File: config.mk
export PLATFORM = sky130hd
export DESIGN_NAME = tl_ad_queue_buffer
export DESIGN_NICKNAME = d
export VERILOG_FILES = /design/src/rtl/tl_ad_queue_buffer.sv
export SDC_FILE = /design/constraint.sdc
export NUM_CORES = 1
export LEC_CHECK = 0
export BUFFER_PORTS_ARGS = -buffer_cell sky130_fd_sc_hd__buf_2
export CAP_MARGIN = 20
export CORE_MARGIN = 10
export CORE_UTILIZATION = 55
export CTS_CLUSTER_SIZE = 10
export DETAILED_ROUTE_END_ITERATION = 6
export GPL_ROUTABILITY_DRIVEN = 0
export PLACE_DENSITY = 0.81
export SYNTH_ARGS = -nofsm -noshare
export SYNTH_HDL_FRONTEND = slang
export SYNTH_SLANG_ARGS = --single-unit
File: constraint.sdc
create_clock -name clock -period 5.35 [get_ports clock]
set_clock_uncertainty 0.15 [all_clocks]
set_input_delay 0.2675 -clock clock [delete_from_list [all_inputs] [get_ports clock]]
set_output_delay 0.2675 -clock clock [all_outputs]
set_load 0.01 [all_outputs]
File: src/rtl/tl_ad_queue_buffer.sv
// ============================================================================
// tl_ad_queue_buffer : TileLink-UL A/D decoupling FIFOs with in-flight cap
// Rev 1.0
// ============================================================================
`default_nettype none

module tl_ad_fifo #(
    parameter int DEPTH = 2,
    parameter int WIDTH = 8
) (
    input  logic                     clock,
    input  logic                     reset,
    input  logic                     i_enq_allow,
    input  logic                     i_enq_valid,
    output logic                     o_enq_ready,
    input  logic [WIDTH-1:0]         i_enq_bits,
    output logic                     o_deq_valid,
    input  logic                     i_deq_ready,
    output logic [WIDTH-1:0]         o_deq_bits,
    output logic [$clog2(DEPTH):0]   o_count
);
    localparam int c_PW = $clog2(DEPTH);
    localparam logic [c_PW-1:0] c_PTR_ONE = 1;
    localparam logic [c_PW:0]   c_CNT_ONE = 1;
    localparam logic [c_PW:0]   c_FULL    = (c_PW+1)'(DEPTH);

    logic [WIDTH-1:0] r_mem [DEPTH];
    logic [c_PW-1:0]  r_wr_ptr;
    logic [c_PW-1:0]  r_rd_ptr;
    logic [c_PW:0]    r_count;
    logic             w_enq;
    logic             w_deq;

    // Full blocks enqueue even when a dequeue frees a slot this cycle
    assign o_enq_ready = i_enq_allow && (r_count != c_FULL);
    assign o_deq_valid = (r_count != '0);
    assign o_deq_bits  = r_mem[r_rd_ptr];
    assign o_count     = r_count;
    assign w_enq       = i_enq_valid && o_enq_ready;
    assign w_deq       = o_deq_valid && i_deq_ready;

    always_ff @(posedge clock or negedge reset) begin
        if (!reset) begin
            for (int i = 0; i < DEPTH; i++) r_mem[i] <= '0;
            r_wr_ptr <= '0;
            r_rd_ptr <= '0;
            r_count  <= '0;
        end else begin
            if (w_enq) begin
                r_mem[r_wr_ptr] <= i_enq_bits;
                r_wr_ptr        <= r_wr_ptr + c_PTR_ONE;
            end
            if (w_deq) r_rd_ptr <= r_rd_ptr + c_PTR_ONE;
            if (w_enq && !w_deq)      r_count <= r_count + c_CNT_ONE;
            else if (!w_enq && w_deq) r_count <= r_count - c_CNT_ONE;
        end
    end
endmodule

module tl_ad_queue_buffer #(
    parameter int A_DEPTH      = 2,
    parameter int D_DEPTH      = 2,
    parameter int MAX_INFLIGHT = 8
) (
    input  logic        clock,
    input  logic        reset,
    output logic        auto_in_a_ready,
    input  logic        auto_in_a_valid,
    input  logic [2:0]  auto_in_a_bits_opcode,
    input  logic [2:0]  auto_in_a_bits_param,
    input  logic [2:0]  auto_in_a_bits_size,
    input  logic [3:0]  auto_in_a_bits_source,
    input  logic [31:0] auto_in_a_bits_address,
    input  logic [7:0]  auto_in_a_bits_mask,
    input  logic [63:0] auto_in_a_bits_data,
    input  logic        auto_in_a_bits_corrupt,
    input  logic        auto_out_a_ready,
    output logic        auto_out_a_valid,
    output logic [2:0]  auto_out_a_bits_opcode,
    output logic [2:0]  auto_out_a_bits_param,
    output logic [2:0]  auto_out_a_bits_size,
    output logic [3:0]  auto_out_a_bits_source,
    output logic [31:0] auto_out_a_bits_address,
    output logic [7:0]  auto_out_a_bits_mask,
    output logic [63:0] auto_out_a_bits_data,
    output logic        auto_out_a_bits_corrupt,
    output logic        auto_out_d_ready,
    input  logic        auto_out_d_valid,
    input  logic [2:0]  auto_out_d_bits_opcode,
    input  logic [2:0]  auto_out_d_bits_size,
    input  logic [3:0]  auto_out_d_bits_source,
    input  logic        auto_out_d_bits_denied,
    input  logic        auto_out_d_bits_corrupt,
    input  logic [63:0] auto_out_d_bits_data,
    input  logic        auto_in_d_ready,
    output logic        auto_in_d_valid,
    output logic [2:0]  auto_in_d_bits_opcode,
    output logic [2:0]  auto_in_d_bits_size,
    output logic [3:0]  auto_in_d_bits_source,
    output logic        auto_in_d_bits_denied,
    output logic        auto_in_d_bits_corrupt,
    output logic [63:0] auto_in_d_bits_data
);
    localparam int c_A_W = 118;
    localparam int c_D_W = 76;

    logic                      r_run;
    logic [3:0]                r_inflight;
    logic [c_A_W-1:0]          w_a_enq_bits;
    logic [c_A_W-1:0]          w_a_deq_bits;
    logic [c_D_W-1:0]          w_d_enq_bits;
    logic [c_D_W-1:0]          w_d_deq_bits;
    logic [$clog2(A_DEPTH):0]  w_a_count;
    logic [$clog2(D_DEPTH):0]  w_d_count;
    logic                      w_limit_ok;
    logic                      w_a_out_fire;
    logic                      w_d_in_fire;

    assign w_a_enq_bits = {auto_in_a_bits_opcode, auto_in_a_bits_param, auto_in_a_bits_size,
                           auto_in_a_bits_source, auto_in_a_bits_address, auto_in_a_bits_mask,
                           auto_in_a_bits_data, auto_in_a_bits_corrupt};
    assign {auto_out_a_bits_opcode, auto_out_a_bits_param, auto_out_a_bits_size,
            auto_out_a_bits_source, auto_out_a_bits_address, auto_out_a_bits_mask,
            auto_out_a_bits_data, auto_out_a_bits_corrupt} = w_a_deq_bits;
    assign w_d_enq_bits = {auto_out_d_bits_opcode, auto_out_d_bits_size, auto_out_d_bits_source,
                           auto_out_d_bits_denied, auto_out_d_bits_corrupt, auto_out_d_bits_data};
    assign {auto_in_d_bits_opcode, auto_in_d_bits_size, auto_in_d_bits_source,
            auto_in_d_bits_denied, auto_in_d_bits_corrupt, auto_in_d_bits_data} = w_d_deq_bits;

    // Queued A beats count against the cap so the FIFO never over-commits
    assign w_limit_ok   = (int'(r_inflight) + int'(w_a_count)) < MAX_INFLIGHT;
    assign w_a_out_fire = auto_out_a_valid && auto_out_a_ready;
    assign w_d_in_fire  = auto_in_d_valid && auto_in_d_ready;

    tl_ad_fifo #(.DEPTH(A_DEPTH), .WIDTH(c_A_W)) u_a_fifo (
        .clock       (clock),
        .reset       (reset),
        .i_enq_allow (r_run && w_limit_ok),
        .i_enq_valid (auto_in_a_valid),
        .o_enq_ready (auto_in_a_ready),
        .i_enq_bits  (w_a_enq_bits),
        .o_deq_valid (auto_out_a_valid),
        .i_deq_ready (auto_out_a_ready),
        .o_deq_bits  (w_a_deq_bits),
        .o_count     (w_a_count)
    );

    tl_ad_fifo #(.DEPTH(D_DEPTH), .WIDTH(c_D_W)) u_d_fifo (
        .clock       (clock),
        .reset       (reset),
        .i_enq_allow (r_run),
        .i_enq_valid (auto_out_d_valid),
        .o_enq_ready (auto_out_d_ready),
        .i_enq_bits  (w_d_enq_bits),
        .o_deq_valid (auto_in_d_valid),
        .i_deq_ready (auto_in_d_ready),
        .o_deq_bits  (w_d_deq_bits),
        .o_count     (w_d_count)
    );

    // r_run holds both readies low until the first edge after reset release
    always_ff @(posedge clock or negedge reset) begin
        if (!reset) begin
            r_run      <= 1'b0;
            r_inflight <= '0;
        end else begin
            r_run <= 1'b1;
            if (w_a_out_fire && !w_d_in_fire) begin
                if (r_inflight != 4'(MAX_INFLIGHT)) r_inflight <= r_inflight + 4'd1;
            end else if (!w_a_out_fire && w_d_in_fire) begin
                if (r_inflight != 4'd0) r_inflight <= r_inflight - 4'd1;
            end
        end
    end

`ifndef SYNTHESIS
    a_size_ok: assert property (@(posedge clock) disable iff (!reset)
        (auto_in_a_valid && auto_in_a_ready) |-> (auto_in_a_bits_size <= 3'd3));
    a_no_underflow: assert property (@(posedge clock) disable iff (!reset)
        !(w_d_in_fire && !w_a_out_fire && r_inflight == 4'd0));
    a_no_overflow: assert property (@(posedge clock) disable iff (!reset)
        !(w_a_out_fire && !w_d_in_fire && r_inflight == 4'(MAX_INFLIGHT)));
    a_d_count_ok: assert property (@(posedge clock) disable iff (!reset)
        int'(w_d_count) <= D_DEPTH);
`endif
endmodule

`default_nettype wire

==> qor.csv <==
stage;metric;value;unit
clock_tree;CTS Root Buffer Type;clkbuf_16;
drt;vias post-DR;11460;
clock_tree;H-tree depth;2;
critical_path;critical path data required time;5.60;ns
sta;Max Slew Vio Count;0;
sta;min Tclk post-route;3.134;ns
clock_tree;Setup Fix Bufs, Post-CTS;0;
grt;Total GRT Usage;0.2337;
critical_path;delay-heaviest family, CP;simple AND/OR/NAND/NOR gates;
finish;Nets;1902;
die;Die Area;0.03919;mm^2
logic_synthesis;distinct cell type count after synthesis;32;
drt;routed wire length;46270;um
drt;residual DRC count;0;
die;CORE AREA;0.03139;mm^2
logic_synthesis;syn_nets;1310;
hold_path;min-delay worst type;input port to flop;
clock_tree;CTS buffer count;46;
sta;period utilisation layout;0.5858;
finish;share of post-route cells with drive strength above 1;0.6128;
clock_tree;clk_lat worst skew;0.53;ns
logic_synthesis;Synth Cell Area;0.01742;mm^2
placement;buffers added on ports;397;
critical_path;crit path buf inv count;1;
drt;antenna-violating nets left;0;
finish;commonest non-fill, non-tap cells in the layout;mux2_2 (555), dfrtp_1 (399), buf_2 (396);
sta;setup tns final;0;ns
logic_synthesis;Primary FF master, synth;dfrtp_1;
sta;RSZ-0062 raised after global routing;false;
drt;routed length per instance;21.92;um
critical_path;Worst EP arrival;3.39;ns
placement;DP HPWL;28660;um
clock_tree;Clk pin slew, worst setup/hold paths;0.06;ns
logic_synthesis;Ys Warns;0;
critical_path;peak per-stage delay on the critical path;0.79;ns
die;I/O pin count;398;
grt;vias in the first global route;13240;
power;Max VDD drop;0.0003877;V
logic_synthesis;Synth Register Bits;401;
finish;P&R area growth vs syn;31.84;%
grt;initial antenna violation count;8;
logic_synthesis;Seq/Total Area, Yosys;0.5761;
clock_tree;CTS sink count;401;
sta;fmax;319.1;MHz
sta;Worst Tran Pin Value;1.008;ns
critical_path;critical path launch point type;flop;
logic_synthesis;Cells after Synth;1103;
logic_synthesis;FFs w/ async S/R, synth;1.000;
sta;final count of negative-setup-slack endpoints;0;
finish;commonest non-fill, non-tap cell in the layout;mux2_2;
grt;global-route wire length before repair;73060;um
power;power per cell area;620.0;mW/mm^2
power;total power;14.24;mW
critical_path;Worst path slowest cell;nor2_4;
clock_tree;CTS tree;yes;
clock_tree;Resized cells post-CTS;0;
sta;Max-slew headroom;0.3265;
drt;drt first pass iters;4;
logic_synthesis;EDFF count, synth;0;
clock_tree;Hold-fix buffers, CTS;198;
die;initial core utilization;0.5548;
run;max_cap viols;0;
grt;GRT overflow;0;
power;Leak;10.58;nW
die;die height;198.0;um
sta;Hold Fails Final Rpt;0;
clock_tree;Max Root-Sink Buffers;3;
critical_path;crit-path max FO;34;
drt;vias per std cell;5.429;
grt;largest net degree at the start of global routing;148;
critical_path;Setup CP Type;flop to flop;
critical_path;CP Capture Type;flop;
die;die width;198.0;um
drt;initial DRC count;396;
logic_synthesis;Mapped Avg Cell Area;15.79;um^2
status;status;completed;
critical_path;crit path cell chain;ha_1 -> a31oi_1 -> o2111ai_2 -> nor2_4 -> buf_4 -> mux2_2;
die;Rows;65;
cell families after synthesis:
group | after synthesis | synth area share
compound gates | 8 | 0.003232
xor+xnor | 14 | 0.007040
fa+ha+maj | 7 | 0.005459
buf+inv | 68 | 0.02026
flops | 401 | 0.5761
mux | 582 | 0.3806
other cells | 1 | 0.0002153
simple gates | 22 | 0.007112
area by class of cell:
| type | count | area [um^2] |
|---|---|---|
| sequential | 401 | 10040 |
| inverter | 4 | 15.01 |
| clock buffer | 53 | 1199 |
| timing repair buffer | 608 | 4134 |
| tap | 402 | 503.0 |
| fill | 1921 | 8429 |
| clock inverter | 2 | 16.27 |
| multi-input combinational | 634 | 7039 |
| antenna | 7 | 17.52 |
report_power, final:
part / switching [mW] / leakage [nW] / total (mW) / internal, mW
Sequential: 0.959 / 4.82 / 5.53 / 4.57
Clock: 1.13 / 0.591 / 2.68 / 1.56
Combinational: 2.67 / 5.17 / 6.03 / 3.36
worst min-delay path, delay by kind of cell:
kind          cells  cell delay (ns)
simple gates      1             0.26
xor+xnor          1             0.09
buf+inv           1             0.07
metal layers:
layer,global-route usage,part of all wire,vias up
li1,-,-,5108
met1,0.2675,0.38,5858
met2,0.4003,0.51,347
met3,0.05262,0.056,145
met4,0.1264,0.052,2
met5,0,0.00028,-
final timing paths:
| kind | start | end | slack (ns) | cells past startpoint |
|---|---|---|---|---|
| max | r_inflight[1] | u_a_fifo.r_mem[154] | 2.22 | 6 |
| min | auto_out_d_valid | u_d_fifo.r_wr_ptr | 0.06 | 3 |
| max reg2reg | r_inflight[1] | u_a_fifo.r_mem[154] | 2.22 | 6 |
| min reg2reg | u_a_fifo.r_mem[230] | u_a_fifo.r_mem[230] | 0.34 | 1 |
| max in group asynchronous | reset | u_a_fifo.r_mem[138] | 3.43 | 3 |
| min in group asynchronous | reset | u_a_fifo.r_mem[30] | 0.28 | 2 |
sequential cells by signal (all words and copies together) (netlist names):
name / cells
u_d_fifo.r_rd_ptr: 1
u_a_fifo.r_rd_ptr: 1
r_inflight: 4
u_a_fifo.o_count: 2
u_a_fifo.r_mem: 236
u_a_fifo.r_wr_ptr: 1
u_d_fifo.r_mem: 152
r_run: 1
u_d_fifo.r_wr_ptr: 1
u_d_fifo.o_count: 2
cell usage after synthesis (2+ instances only):
library cell / instances / area share
mux2_2: 555 / 0.36
dfrtp_1: 401 / 0.58
buf_2: 33 / 0.0095
mux2_4: 20 / 0.017
clkbuf_1: 14 / 0.0030
buf_4: 7 / 0.0030
mux2_1: 7 / 0.0045
nand2_1: 7 / 0.0015
xnor2_1: 7 / 0.0035
xor2_1: 7 / 0.0035
buf_1: 6 / 0.0013
ha_1: 6 / 0.0043
buf_6: 4 / 0.0026
inv_1: 4 / 0.00086
a21oi_1: 3 / 0.00086
and3_1: 2 / 0.00072
nand2b_1: 2 / 0.00072
nor2_1: 2 / 0.00043
o21ai_0: 2 / 0.00057
or2_2: 2 / 0.00072
stage by stage:
| step | setup WS [ns] | utilization | instance area, um^2 | instances | hold WS [ns] |
|---|---|---|---|---|---|
| 2_1_floorplan | 3.035 | - | 17420 | 1103 | -0.1781 |
| 3_3_place_gp | 2.249 | 0.6282 | 19720 | 1850 | 0.2472 |
| 3_5_place_dp | 2.213 | 0.6282 | 19720 | 1850 | 0.2564 |
| 4_1_cts | 2.198 | 0.7301 | 22920 | 2103 | 0.04083 |
| 5_1_grt | 1.972 | 0.7315 | 22960 | 2111 | 0.09070 |
| 6_report | 2.216 | 0.7315 | 22960 | 2111 | 0.06228 |
(Power assumes the default switching activity.)
